## src/rtl/alu_arbiter.sv

```systemverilog
// Two-requester round-robin arbiter in front of a shared combinational ALU.
// Operands are registered toward the ALU; the result is registered and returned to the granted client.
`timescale 1ns/1ps
module alu_arbiter #(
  parameter int unsigned WIDTH = 32,
  parameter int unsigned OPW   = 4
) (
  input  logic             clk,
  input  logic             rst,
  input  logic             req0_valid,
  output logic             req0_ready,
  input  logic [WIDTH-1:0] req0_rdata1,
  input  logic [WIDTH-1:0] req0_rdata2,
  input  logic [WIDTH-1:0] req0_pc,
  input  logic [WIDTH-1:0] req0_imm,
  input  logic             req0_asel,
  input  logic             req0_bsel,
  input  logic [OPW-1:0]   req0_op,
  input  logic             req1_valid,
  output logic             req1_ready,
  input  logic [WIDTH-1:0] req1_rdata1,
  input  logic [WIDTH-1:0] req1_rdata2,
  input  logic [WIDTH-1:0] req1_pc,
  input  logic [WIDTH-1:0] req1_imm,
  input  logic             req1_asel,
  input  logic             req1_bsel,
  input  logic [OPW-1:0]   req1_op,
  output logic             rsp0_valid,
  input  logic             rsp0_ready,
  output logic [WIDTH-1:0] rsp0_result,
  output logic             rsp1_valid,
  input  logic             rsp1_ready,
  output logic [WIDTH-1:0] rsp1_result,
  output logic [WIDTH-1:0] alu_rdata1,
  output logic [WIDTH-1:0] alu_rdata2,
  output logic [WIDTH-1:0] alu_pc,
  output logic [WIDTH-1:0] alu_imm,
  output logic             alu_asel,
  output logic             alu_bsel,
  output logic [OPW-1:0]   alu_operation,
  input  logic [WIDTH-1:0] alu_result
);

  typedef enum logic [1:0] {
    IDLE = 2'd0,
    EXEC = 2'd1,
    RESP = 2'd2
  } state_t;

  state_t           state_q, state_d;
  logic             rr_ptr_q, rr_ptr_d;
  logic             owner_q, owner_d;
  logic [WIDTH-1:0] rdata1_q, rdata1_d;
  logic [WIDTH-1:0] rdata2_q, rdata2_d;
  logic [WIDTH-1:0] pc_q, pc_d;
  logic [WIDTH-1:0] imm_q, imm_d;
  logic             asel_q, asel_d;
  logic             bsel_q, bsel_d;
  logic [OPW-1:0]   op_q, op_d;
  logic [WIDTH-1:0] result_q, result_d;

  logic grant_c;
  logic accept_c;
  logic rsp_ready_c;

  // Contention goes to rr_ptr; a lone requester always wins.
  always_comb begin
    grant_c = req1_valid;
    if (req0_valid && req1_valid) begin
      grant_c = rr_ptr_q;
    end
  end

  // Ready is gated by reset so nothing handshakes while rst is held.
  assign req0_ready  = ~rst && (state_q == IDLE) && req0_valid && ~grant_c;
  assign req1_ready  = ~rst && (state_q == IDLE) && req1_valid &&  grant_c;
  assign accept_c    = req0_ready || req1_ready;
  assign rsp_ready_c = owner_q ? rsp1_ready : rsp0_ready;

  always_comb begin
    state_d  = state_q;
    rr_ptr_d = rr_ptr_q;
    owner_d  = owner_q;
    rdata1_d = rdata1_q;
    rdata2_d = rdata2_q;
    pc_d     = pc_q;
    imm_d    = imm_q;
    asel_d   = asel_q;
    bsel_d   = bsel_q;
    op_d     = op_q;
    result_d = result_q;
    case (state_q)
      IDLE: begin
        if (accept_c) begin
          rdata1_d = grant_c ? req1_rdata1 : req0_rdata1;
          rdata2_d = grant_c ? req1_rdata2 : req0_rdata2;
          pc_d     = grant_c ? req1_pc     : req0_pc;
          imm_d    = grant_c ? req1_imm    : req0_imm;
          asel_d   = grant_c ? req1_asel   : req0_asel;
          bsel_d   = grant_c ? req1_bsel   : req0_bsel;
          op_d     = grant_c ? req1_op     : req0_op;
          owner_d  = grant_c;
          rr_ptr_d = ~grant_c;
          state_d  = EXEC;
        end
      end
      EXEC: begin
        result_d = alu_result;
        state_d  = RESP;
      end
      RESP: begin
        if (rsp_ready_c) begin
          state_d = IDLE;
        end
      end
      default: begin
        state_d = IDLE;
      end
    endcase
  end

  always_ff @(posedge clk or posedge rst) begin
    if (rst) begin
      state_q  <= IDLE;
      rr_ptr_q <= 1'b0;
      owner_q  <= 1'b0;
      rdata1_q <= '0;
      rdata2_q <= '0;
      pc_q     <= '0;
      imm_q    <= '0;
      asel_q   <= 1'b0;
      bsel_q   <= 1'b0;
      op_q     <= '0;
      result_q <= '0;
    end else begin
      state_q  <= state_d;
      rr_ptr_q <= rr_ptr_d;
      owner_q  <= owner_d;
      rdata1_q <= rdata1_d;
      rdata2_q <= rdata2_d;
      pc_q     <= pc_d;
      imm_q    <= imm_d;
      asel_q   <= asel_d;
      bsel_q   <= bsel_d;
      op_q     <= op_d;
      result_q <= result_d;
    end
  end

  assign rsp0_valid    = (state_q == RESP) && ~owner_q;
  assign rsp1_valid    = (state_q == RESP) &&  owner_q;
  assign rsp0_result   = result_q;
  assign rsp1_result   = result_q;
  assign alu_rdata1    = rdata1_q;
  assign alu_rdata2    = rdata2_q;
  assign alu_pc        = pc_q;
  assign alu_imm       = imm_q;
  assign alu_asel      = asel_q;
  assign alu_bsel      = bsel_q;
  assign alu_operation = op_q;

endmodule

```

## config.mk

```make
export PLATFORM = sky130hd
export DESIGN_NAME = alu_arbiter
export DESIGN_NICKNAME = d
export VERILOG_FILES = /design/src/rtl/alu_arbiter.sv
export SDC_FILE = /design/constraint.sdc
export NUM_CORES = 1
export LEC_CHECK = 0
export CORE_AREA = 2 2 199 201
export CTS_CLUSTER_SIZE = 40
export DETAILED_ROUTE_END_ITERATION = 8
export DIE_AREA = 0 0 201 203
export GPL_ROUTABILITY_DRIVEN = 0
export PLACE_DENSITY = 0.51
export SETUP_SLACK_MARGIN = 0.5
export SLEW_MARGIN = 0
export SYNTH_ARGS = -nofsm -noshare
export SYNTH_HDL_FRONTEND = slang
export SYNTH_SLANG_ARGS = --single-unit
```

## constraint.sdc

```tcl
create_clock -name clk -period 6.3 [get_ports clk]
set_clock_uncertainty 0.1 [all_clocks]
set_input_delay 0.945 -clock clk [delete_from_list [all_inputs] [get_ports clk]]
set_output_delay 0.945 -clock clk [all_outputs]
set_load 0.01 [all_outputs]
```

### After elaboration in Yosys (flattened, before gate mapping)

Cells that the tools add are included.

| cells by class | value |
|---|---|
| eq/ne operators | 4 |
| multiplexer cells | 12 |
| bitwise gates (word level) | 3 |
| reduce and logical (&&, ||, !) cells | 12 |

Operator list:

| operator | number |
|---|---|
| $mux 32 | 4 |
| $logic_and 1x1->1 | 8 |
| $pmux 2 s3 | 1 |
| $mux 1 | 4 |
| $mux 2 | 2 |
| $mux 4 | 1 |
| $ne 2x2->1 const B | 2 |
| $reduce_and 2->1 | 2 |
| $not 1->1 | 3 |
| $eq 2x1->1 const B | 1 |
| $eq 2x2->1 const B | 1 |
| $logic_not 2->1 | 1 |
| $logic_or 1x1->1 | 1 |

| storage, ports and cells | value |
|---|---|
| register bits | 170 |
| input bits | 306 |
| output and inout port bits | 202 |
| logic and storage cells | 42 |

### Depth between registers and ports, before layout

Gate-level depths: netlist of the first run.

| depth | value |
|---|---|
| word-level depth | 7 |
| mapped depth | 6 |
| depth with buffers taken out | 3 |

### Worst setup path before layout of the first run

Ideal clock, no wire load.

| timing path | value |
|---|---|
| kind | input -> output |
| start | in rst |
| end | out req0_ready |
| data arrival time | 1.913 ns |
| data required time | 5.255 ns |
| slack | 3.342 ns |
| cell stages on the path | 5 |
| buffers on the path | 3 |
| path through | or3_1 -> buf_4 -> buf_6 -> buf_6 -> nor3b_2 |

| on the way | value |
|---|---|
| word-level cells in the longest chain between the ends | 4 |

RTL lines:

| what | RTL line | source |
|---|---|---|
| start, declared | 9 | `input logic rst,` |
| $not 1->1 | 75 | `assign req0_ready = ~rst && (state_q == IDLE) && req0_valid && ~grant_c;` |
| $logic_and 1x1->1 (3 in series) | 75 |  |
| end, declared | 11 | `output logic req0_ready,` |

No other way between the ends.

### Worst setup path after layout of the first run

Same ends and word-level chain as after synthesis.

==> results_dict.tcl, run 1 <==
set metrics [dict create \
    fin_cells 1688 \
    p_int_uw 3963 \
    design_area_sq_um 13670 \
    cts_resized 0 \
    drtAntennaViolNets 0 \
    critPathMostFrequentCell "clkdlybuf4s50_1" \
    switching_share 0.3395 \
    final_cell_mix "506 x clkdlybuf4s50_1, 170 x dfrtp_1, 135 x nor3_1, 134 x nand2_1, 134 x a221o_1" \
    clkTransAtPathRegs_ns 0.07 \
    power_frac_clock 0.184 \
    sequentialPowerShare 0.329 \
    avgRoutedWirePerCell_um 20.08 \
    core_sq_um 38470 \
    critPathTopFamily "buffers and inverters" \
    ys_ff_latch 170 \
    fin_crit_sh 0.6462 \
    grt_pass1_vias 7892 \
    final_nets 1463 \
    drt_iter0_drc 425 \
    syn-instance-count 733 \
    die_area_sq_um 40800 \
    tns_ns 0 \
    dp_hpwl_um 23380 \
    place_inst 1656 \
    cts_sinks 170 \
    gr-total-overflow 0 \
    dr.pass1.iters 6 \
    fin_crit_ns 4.071 \
    ff2ff_path_depth 5 \
    io_buffers 507 \
    netlist_area_sq_um 7865 \
    grt_max_degree 99 \
    setup_viol 0 \
    yosys_warnings 0 \
    cts_hold_buf 0 \
    hp-class "register to register" \
    start_kind "primary input" \
    clk_latency_ns 0.44 \
    path_class "primary input to output port" \
    area_growth_pct 73.78 \
    cts_setup_buffers 0 \
    die_h_um 203 \
    outcome "complete, no violations" \
    wirelength_um 33890 \
    cts_buffers 17 \
    worst-path-max-fanout 67 \
    syn_nets 1039 \
    drc 0 \
    rows 72 \
    detail_route.vias_per_cell 4.584 \
    final_common_cell "clkdlybuf4s50_1" \
    timing.slew.headroom 0.3859 \
    ys_types 19 \
    hold_viol_final 0 \
    tightest_slew_ns 0.9212 \
    die_width_um 201 \
    drv.max_cap_violation_count 0 \
    slew_violations 0 \
    crit_path_cell_trace "clkdlybuf4s50_1 -> or3_4 -> nor3b_2 -> clkdlybuf4s50_1" \
    synth_seq_area_share 0.5409 \
    cellPowerDensity_nw_per_um2 439.0 \
    slowest_stage "or3_4" \
    path_buf_inv 2 \
    endpoint_kind "output port" \
    cts_root_buffer "clkbuf_16" \
    placed_cell_area_sq_um 13070 \
    fmax_mhz 245.6 \
    grt_pass1_wl_um 50010 \
    antenna_found_initial 0 \
    rsz0062_at_grt "false" \
    vias 7738 \
    required_ns 5.25 \
    tritoncts "done" \
    power.leakage_uw 0.005445 \
    initial_core_util 0.2045 \
    crit_cells 4 \
    irDropWorstVdd_v 0.0001721 \
    cp.arrival_ns 3.03 \
    clk_path_buf_depth 2 \
    hold_depth 1 \
    power_frac_comb 0.487 \
    r2r_slack_ns 3.16 \
    io_pins 508 \
    syn_area_per_cell_sq_um 10.73 \
    grt_usage 0.1608 \
    slowest_delay_ns 0.66 \
    htree_levels 4 \
    whs_ns 0.4037 \
    diodes 0 \
    power.switching_uw 2037 \
    drive_gt1_frac 0.06752 \
]
## worst reg2reg max path, delay by kind of cell (launching register included)
kind | cells | cell delay, ns
buf+inv | 2 | 1.42
flops | 1 | 0.42
simple gates | 2 | 0.82
compound gates | 1 | 0.33
## final cells by class
cell class | count | area [sq um]
Fill cell | 3895 | 24800
Tap cell | 518 | 648.1
Multi-Input combinational cell | 449 | 2998
Inverter | 3 | 16.27
Clock buffer | 23 | 488.0
Sequential cell | 170 | 4254
Timing Repair Buffer | 516 | 5152
Clock inverter | 9 | 111.4
## cell families after synthesis
kind of cell	count (synthesis)	synth area share
compound gates	138	0.1737
buf+inv	114	0.08097
flops	170	0.5409
mux	33	0.04725
simple gates	278	0.1572
## layer usage
layer | track usage | routed length [um] | vias up
met5 | 0 | 0 | -
met4 | 0.05053 | 695 | 0
met3 | 0.04687 | 2210 | 39
met2 | 0.2701 | 16860 | 307
met1 | 0.1985 | 14130 | 3830
li1 | - | - | 3562
## cell usage after synthesis, drive strengths merged
library cell	instances	area, sq um
dfrtp	170	4254
nor3	135	675.7
a221o	134	1341
nand2	134	503.0
buf	73	483.0
clkbuf	38	142.6
mux2	33	371.6
inv	3	11.26
nand2b	3	18.77
a21o	2	15.01
nor2	2	7.510
o21ai	2	10.01
and2	1	6.260
and3	1	6.260
nor3b	1	12.51
or3	1	6.260
## registers in the layout (all words and copies together), names as in the netlist
| signal | cells |
|---|---|
| alu_operation | 4 |
| alu_asel | 1 |
| rr_ptr_q | 1 |
| rsp0_result | 32 |
| alu_bsel | 1 |
| alu_imm | 32 |
| alu_rdata2 | 32 |
| state_q | 2 |
| alu_pc | 32 |
| alu_rdata1 | 32 |
| owner_q | 1 |
## through the flow
step,power (uW),setup WS (ns),util
after floorplan,3301,0.6516,-
after global placement,4929,2.050,0.3397
after detailed placement,4949,2.001,0.3397
after CTS,6085,2.187,0.3553
after global routing,6324,2.102,0.3553
final,6000,2.229,0.3553
## final timing paths
check | startpoint | end
setup / recovery | rst | req0_ready
hold / removal | rr_ptr_q | rr_ptr_q
setup reg to reg | state_q[1] | alu_rdata2[22]
hold reg to reg | rr_ptr_q | rr_ptr_q
max in group asynchronous | rst | alu_rdata2[21]
min in group asynchronous | rst | alu_pc[5]
## power by group through the flow
stage	sequential [uW]	clock [uW]	combinational, uW
global placement	1990	0	2940
detailed placement	1980	0	2970
CTS	1980	1140	2970
finish	1980	1100	2920
global route	2050	1180	3090
floorplan	2160	0	1140
No activity file was read; power rests on OpenSTA's default activity.
==> run 2: changes to the inputs <==
==> constraint.sdc (replaced) <==
create_clock -name clk -period 4.01 [get_ports clk]
set_clock_uncertainty 0.1 [all_clocks]
set_input_delay 0.6015 -clock clk [delete_from_list [all_inputs] [get_ports clk]]
set_output_delay 0.6015 -clock clk [all_outputs]
set_load 0.01 [all_outputs]
==> run 2 against run 1 <==
  * Critical path type unchanged
  * Sequential power increased by 58%
  * Die area unchanged
  * Power increased by 58%
  * Highest routed layer unchanged
  * Count of clock-buffer cells in the layout increased by 2
  * Worst setup slack got worse by 1.4 ns
  * Hold slack about the same
  * Via count decreased by 1.1%
  * Global-route usage increased by 0.39 points
==> results_dict.tcl, run 2 (synthesis gave the netlist of run 1 again) <==
set metrics [dict create \
    dr.pass1.iters 5 \
    antenna_found_initial 0 \
    tritoncts "done" \
    drive_gt1_frac 0.06672 \
    preCtsSetupSlack_ns 0.8606 \
    gr-total-overflow 0 \
    cts_setup_buffers 0 \
    setup_viol 0 \
    fin_crit_sh 0.7854 \
    slew_violations 0 \
    final_common_cell "clkdlybuf4s50_1" \
    final_cell_mix "506 x clkdlybuf4s50_1, 170 x dfrtp_1, 135 x nor3_1, 134 x nand2_1, 134 x a221o_1" \
    cp.arrival_ns 2.45 \
    timing.slew.headroom 0.3311 \
    drc 0 \
    io_buffers 507 \
    cts_sinks 170 \
    tns_ns 0 \
    area_growth_pct 74.58 \
    drt_iter0_drc 431 \
    placed_cell_area_sq_um 13130 \
    cts_hold_buf 0 \
    grt_max_degree 136 \
    io_pins 508 \
    dp_hpwl_um 23180 \
    hold_viol_final 0 \
    path_class "primary input to output port" \
    timing.final.ws_setup_ns 0.8607 \
    rsz0062_at_grt "false" \
    required_ns 3.31 \
    grt_pass1_vias 7970 \
    initial_core_util 0.2045 \
    tightest_slew_ns 1.003 \
    drtAntennaViolNets 0 \
    design_area_sq_um 13730 \
    fmax_mhz 317.5 \
    die_area_sq_um 40800 \
    htree_levels 4 \
    rows 72 \
    grt_pass1_wl_um 51180 \
    detail_route.vias_per_cell 4.538 \
    n_fill_cell 3929 \
    grt_usage 0.1647 \
    clkTransAtPathRegs_ns 0.06 \
    power.leakage_uw 0.005464 \
    die_width_um 201 \
    vias 7656 \
    fin_crit_ns 3.149 \
    clk_path_buf_depth 2 \
    start_kind "primary input" \
    endpoint_kind "output port" \
    irDropWorstVdd_v 0.0002758 \
    final_nets 1463 \
    clk_latency_ns 0.45 \
    cellPowerDensity_nw_per_um2 689.4 \
    core_sq_um 38470 \
    outcome "complete, no violations" \
    drv.max_cap_violation_count 0 \
    cts_root_buffer "clkbuf_16" \
    die_h_um 203 \
    hp-class "register to register" \
    avgRoutedWirePerCell_um 20.35 \
    cts_resized 0 \
    worst-path-max-fanout 3 \
    diodes 0 \
    wirelength_um 34340 \
    cts_buffers 17 \
]
-- run 2: cell count changes in the layout (fill, tap and decap cells not counted), sizes merged --
cell,before,now
clkinvlp,2,3
inv,4,2
clkinv,4,2
clkbuf,23,25
-- run 2: metrics by stage --
| stage | instances | util | hold slack (ns) | total power (uW) |
|---|---|---|---|---|
| floorplan | 733 | - | 0.3555 | 5186 |
| global placement | 1656 | 0.3413 | 0.3938 | 7786 |
| detailed placement | 1656 | 0.3413 | 0.3947 | 7819 |
| CTS | 1687 | 0.3569 | 0.4095 | 9610 |
| global route | 1687 | 0.3569 | 0.4227 | 9966 |
| finish | 1687 | 0.3569 | 0.4037 | 9467 |
-- run 2: power breakdown --
group,leakage [uW],switching (uW),internal [uW]
logic,0.00309,1890,2720
clock network,0.000291,723,1010
registers,0.00208,576,2540
total,0.00546,3190,6280
-- run 2: final cells by class --
| type | instances | area (sq um) | area share |
|---|---|---|---|
| Clock buffer | 25 | 515.5 | 0.03754 |
| Clock inverter | 6 | 85.08 | 0.006196 |
| Inverter | 3 | 15.01 | 0.001093 |
| Multi-Input combinational cell | 449 | 2998 | 0.2183 |
| Sequential cell | 170 | 4254 | 0.3098 |
| Tap cell | 518 | 648.1 | 0.04720 |
| Timing Repair Buffer | 516 | 5215 | 0.3798 |
-- run 2: routing by layer --
layer / GRT usage / part of all wire / wire [um] / vias to the layer above
met5: 0 / 0 / 0 / -
met4: 0.05450 / 0.020 / 699 / 0
met3: 0.04848 / 0.063 / 2176 / 36
li1: - / - / - / 3557
met2: 0.2734 / 0.50 / 17010 / 295
met1: 0.2047 / 0.42 / 14450 / 3768
-- run 2: worst max-delay path, cell delays in order --
cell and delay, ns:
clkdlybuf4s50_1 0.52, nor3_1 0.44, and3_4 0.31, clkdlybuf4s50_1 0.57
-- run 2: worst paths after layout --
| path | slack [ns] | cells past startpoint | to | startpoint |
|---|---|---|---|---|
| max in group asynchronous | 2.24 | 3 | alu_rdata2[3] | rst |
| hold reg to reg | 0.40 | 1 | rr_ptr_q | rr_ptr_q |
| hold / removal | 0.40 | 1 | rr_ptr_q | rr_ptr_q |
| setup / recovery | 0.86 | 4 | req1_ready | rst |
| setup reg to reg | 1.74 | 4 | alu_rdata2[0] | state_q[1] |
| min in group asynchronous | 0.73 | 3 | rsp0_result[3] | rst |
==> run 3: changes to the inputs <==
==> constraint.sdc (replaced) <==
create_clock -name clk -period 2.9 [get_ports clk]
set_clock_uncertainty 0.1 [all_clocks]
set_input_delay 0.435 -clock clk [delete_from_list [all_inputs] [get_ports clk]]
set_output_delay 0.435 -clock clk [all_outputs]
set_load 0.01 [all_outputs]
==> run 3 against run 2 <==
  * Critical path depth decreased by 1
  * Final area down 0.12%
  * Global-route usage about the same
  * Wire length rose by 0.47%
  * Sequential power grew 38%
  * Count of clock-buffer cells in the layout shrank 3
  * Via count up 0.99%
  * Clock power grew 26%
  * Combinational power is 39% higher
  * First-iteration DRC count is 9.3% lower
  * Utilization is essentially flat
  * Critical endpoint is now rsp1_valid
==> results_dict.tcl, run 3 (synthesis gave the netlist of run 1 again) <==
set metrics [dict create \
    detail_route.vias_per_cell 4.578 \
    vias 7732 \
    area_growth_pct 74.37 \
    fin_crit_ns 2.272 \
    drt_iter0_drc 391 \
    avgRoutedWirePerCell_um 20.43 \
    rows 72 \
    cellPowerDensity_nw_per_um2 943.3 \
    cts_setup_buffers 0 \
    outcome "complete, no violations" \
    final_common_cell "clkdlybuf4s50_1" \
    grt_max_degree 135 \
    drc 0 \
    path_class "register to output port" \
    drv.max_cap_violation_count 0 \
    cp.arrival_ns 1.74 \
    clkTransAtPathRegs_ns 0.07 \
    clk_latency_ns 0.43 \
    cts_root_buffer "clkbuf_16" \
    setup_viol 0 \
    fin_crit_sh 0.7835 \
    htree_levels 4 \
    die_h_um 203 \
    io_pins 508 \
    dp_hpwl_um 23140 \
    antenna_found_initial 1 \
    final_cell_mix "503 x clkdlybuf4s50_1, 170 x dfrtp_1, 134 x nand2_1, 134 x nor3_1, 134 x a221o_1" \
    core_sq_um 38470 \
    tightest_slew_ns 0.8178 \
    cts_buffers 17 \
    hp-class "primary input to asynchronous set/reset pin" \
    cts_sinks 170 \
    grt_pass1_wl_um 51480 \
    hold_viol_final 0 \
    worst-path-max-fanout 4 \
    gr-total-overflow 0 \
    initial_core_util 0.2045 \
    final_nets 1466 \
    required_ns 2.37 \
    grt_pass1_vias 7982 \
    dr.pass1.iters 6 \
    power.leakage_uw 0.005458 \
    die_area_sq_um 40800 \
    endpoint_kind "output port" \
    drive_gt1_frac 0.06838 \
    start_kind "register" \
    irDropWorstVdd_v 0.0003808 \
    wirelength_um 34500 \
    grt_usage 0.1646 \
    whs_ns 0.2620 \
    drtAntennaViolNets 0 \
    fmax_mhz 440.1 \
    tns_ns 0 \
    tritoncts "done" \
    slew_violations 0 \
    die_width_um 201 \
    io_buffers 507 \
    rsz0062_at_grt "false" \
    clk_path_buf_depth 2 \
    timing.slew.headroom 0.4548 \
]
run 3: report_power, final:
part / switching [uW] / internal (uW)
Sequential: 801 / 3510
Combinational: 2630 / 3790
Clock: 992 / 1210
Total: 4430 / 8510
run 3: worst max-delay path: stages (launching register included):
cell and delay (ns):
dfrtp_1 0.41, nand2b_1 0.19, nor2_1 0.10, clkdlybuf4s50_1 0.60
run 3: worst paths after layout:
check	startpoint	end	slack, ns	cells past startpoint
min	rst	alu_rdata1[28]	0.26	3
min in group clk	req0_valid	rr_ptr_q	0.33	3
max reg2reg	state_q[1]	alu_rdata2[15]	0.73	5
max in group asynchronous	rst	alu_imm[16]	1.84	3
min reg2reg	rr_ptr_q	rr_ptr_q	0.40	1
max	state_q[0]	rsp1_valid	0.63	3
run 3: final cells by class:
class	instances	area, sq um
fill	3877	24750
timing repair buffer	519	5256
sequential	170	4254
multi-input combinational	449	3003
tap	518	648.1
clock buffer	22	464.2
clock inverter	7	71.32
inverter	3	15.01
antenna	1	2.502
run 3: repair_timing:
action	4_1_cts	5_1_grt
gates resized for setup	4	3
endpoints found under the setup margin	2	2
hold buffers	0	0
endpoints found under the hold margin	0	0
run 3: metrics by stage:
stage | total power [uW] | area, sq um | utilization | setup WS (ns) | instances
after floorplan | 7172 | 7869 | - | 0.1963 | 733
after global placement | 10790 | 13180 | 0.3426 | 0.1816 | 1659
after detailed placement | 10840 | 13180 | 0.3426 | 0.1751 | 1659
after CTS | 13130 | 13710 | 0.3565 | 0.5031 | 1688
after global routing | 13650 | 13710 | 0.3565 | 0.5165 | 1689
final | 12940 | 13710 | 0.3565 | 0.6280 | 1689
run 3: metal layers:
layer	wire, um	global-route usage	part of all wire
met2	17360	0.2773	0.50
met5	0	0	0
met4	537	0.04630	0.016
met3	2207	0.04703	0.064
met1	14390	0.2051	0.42
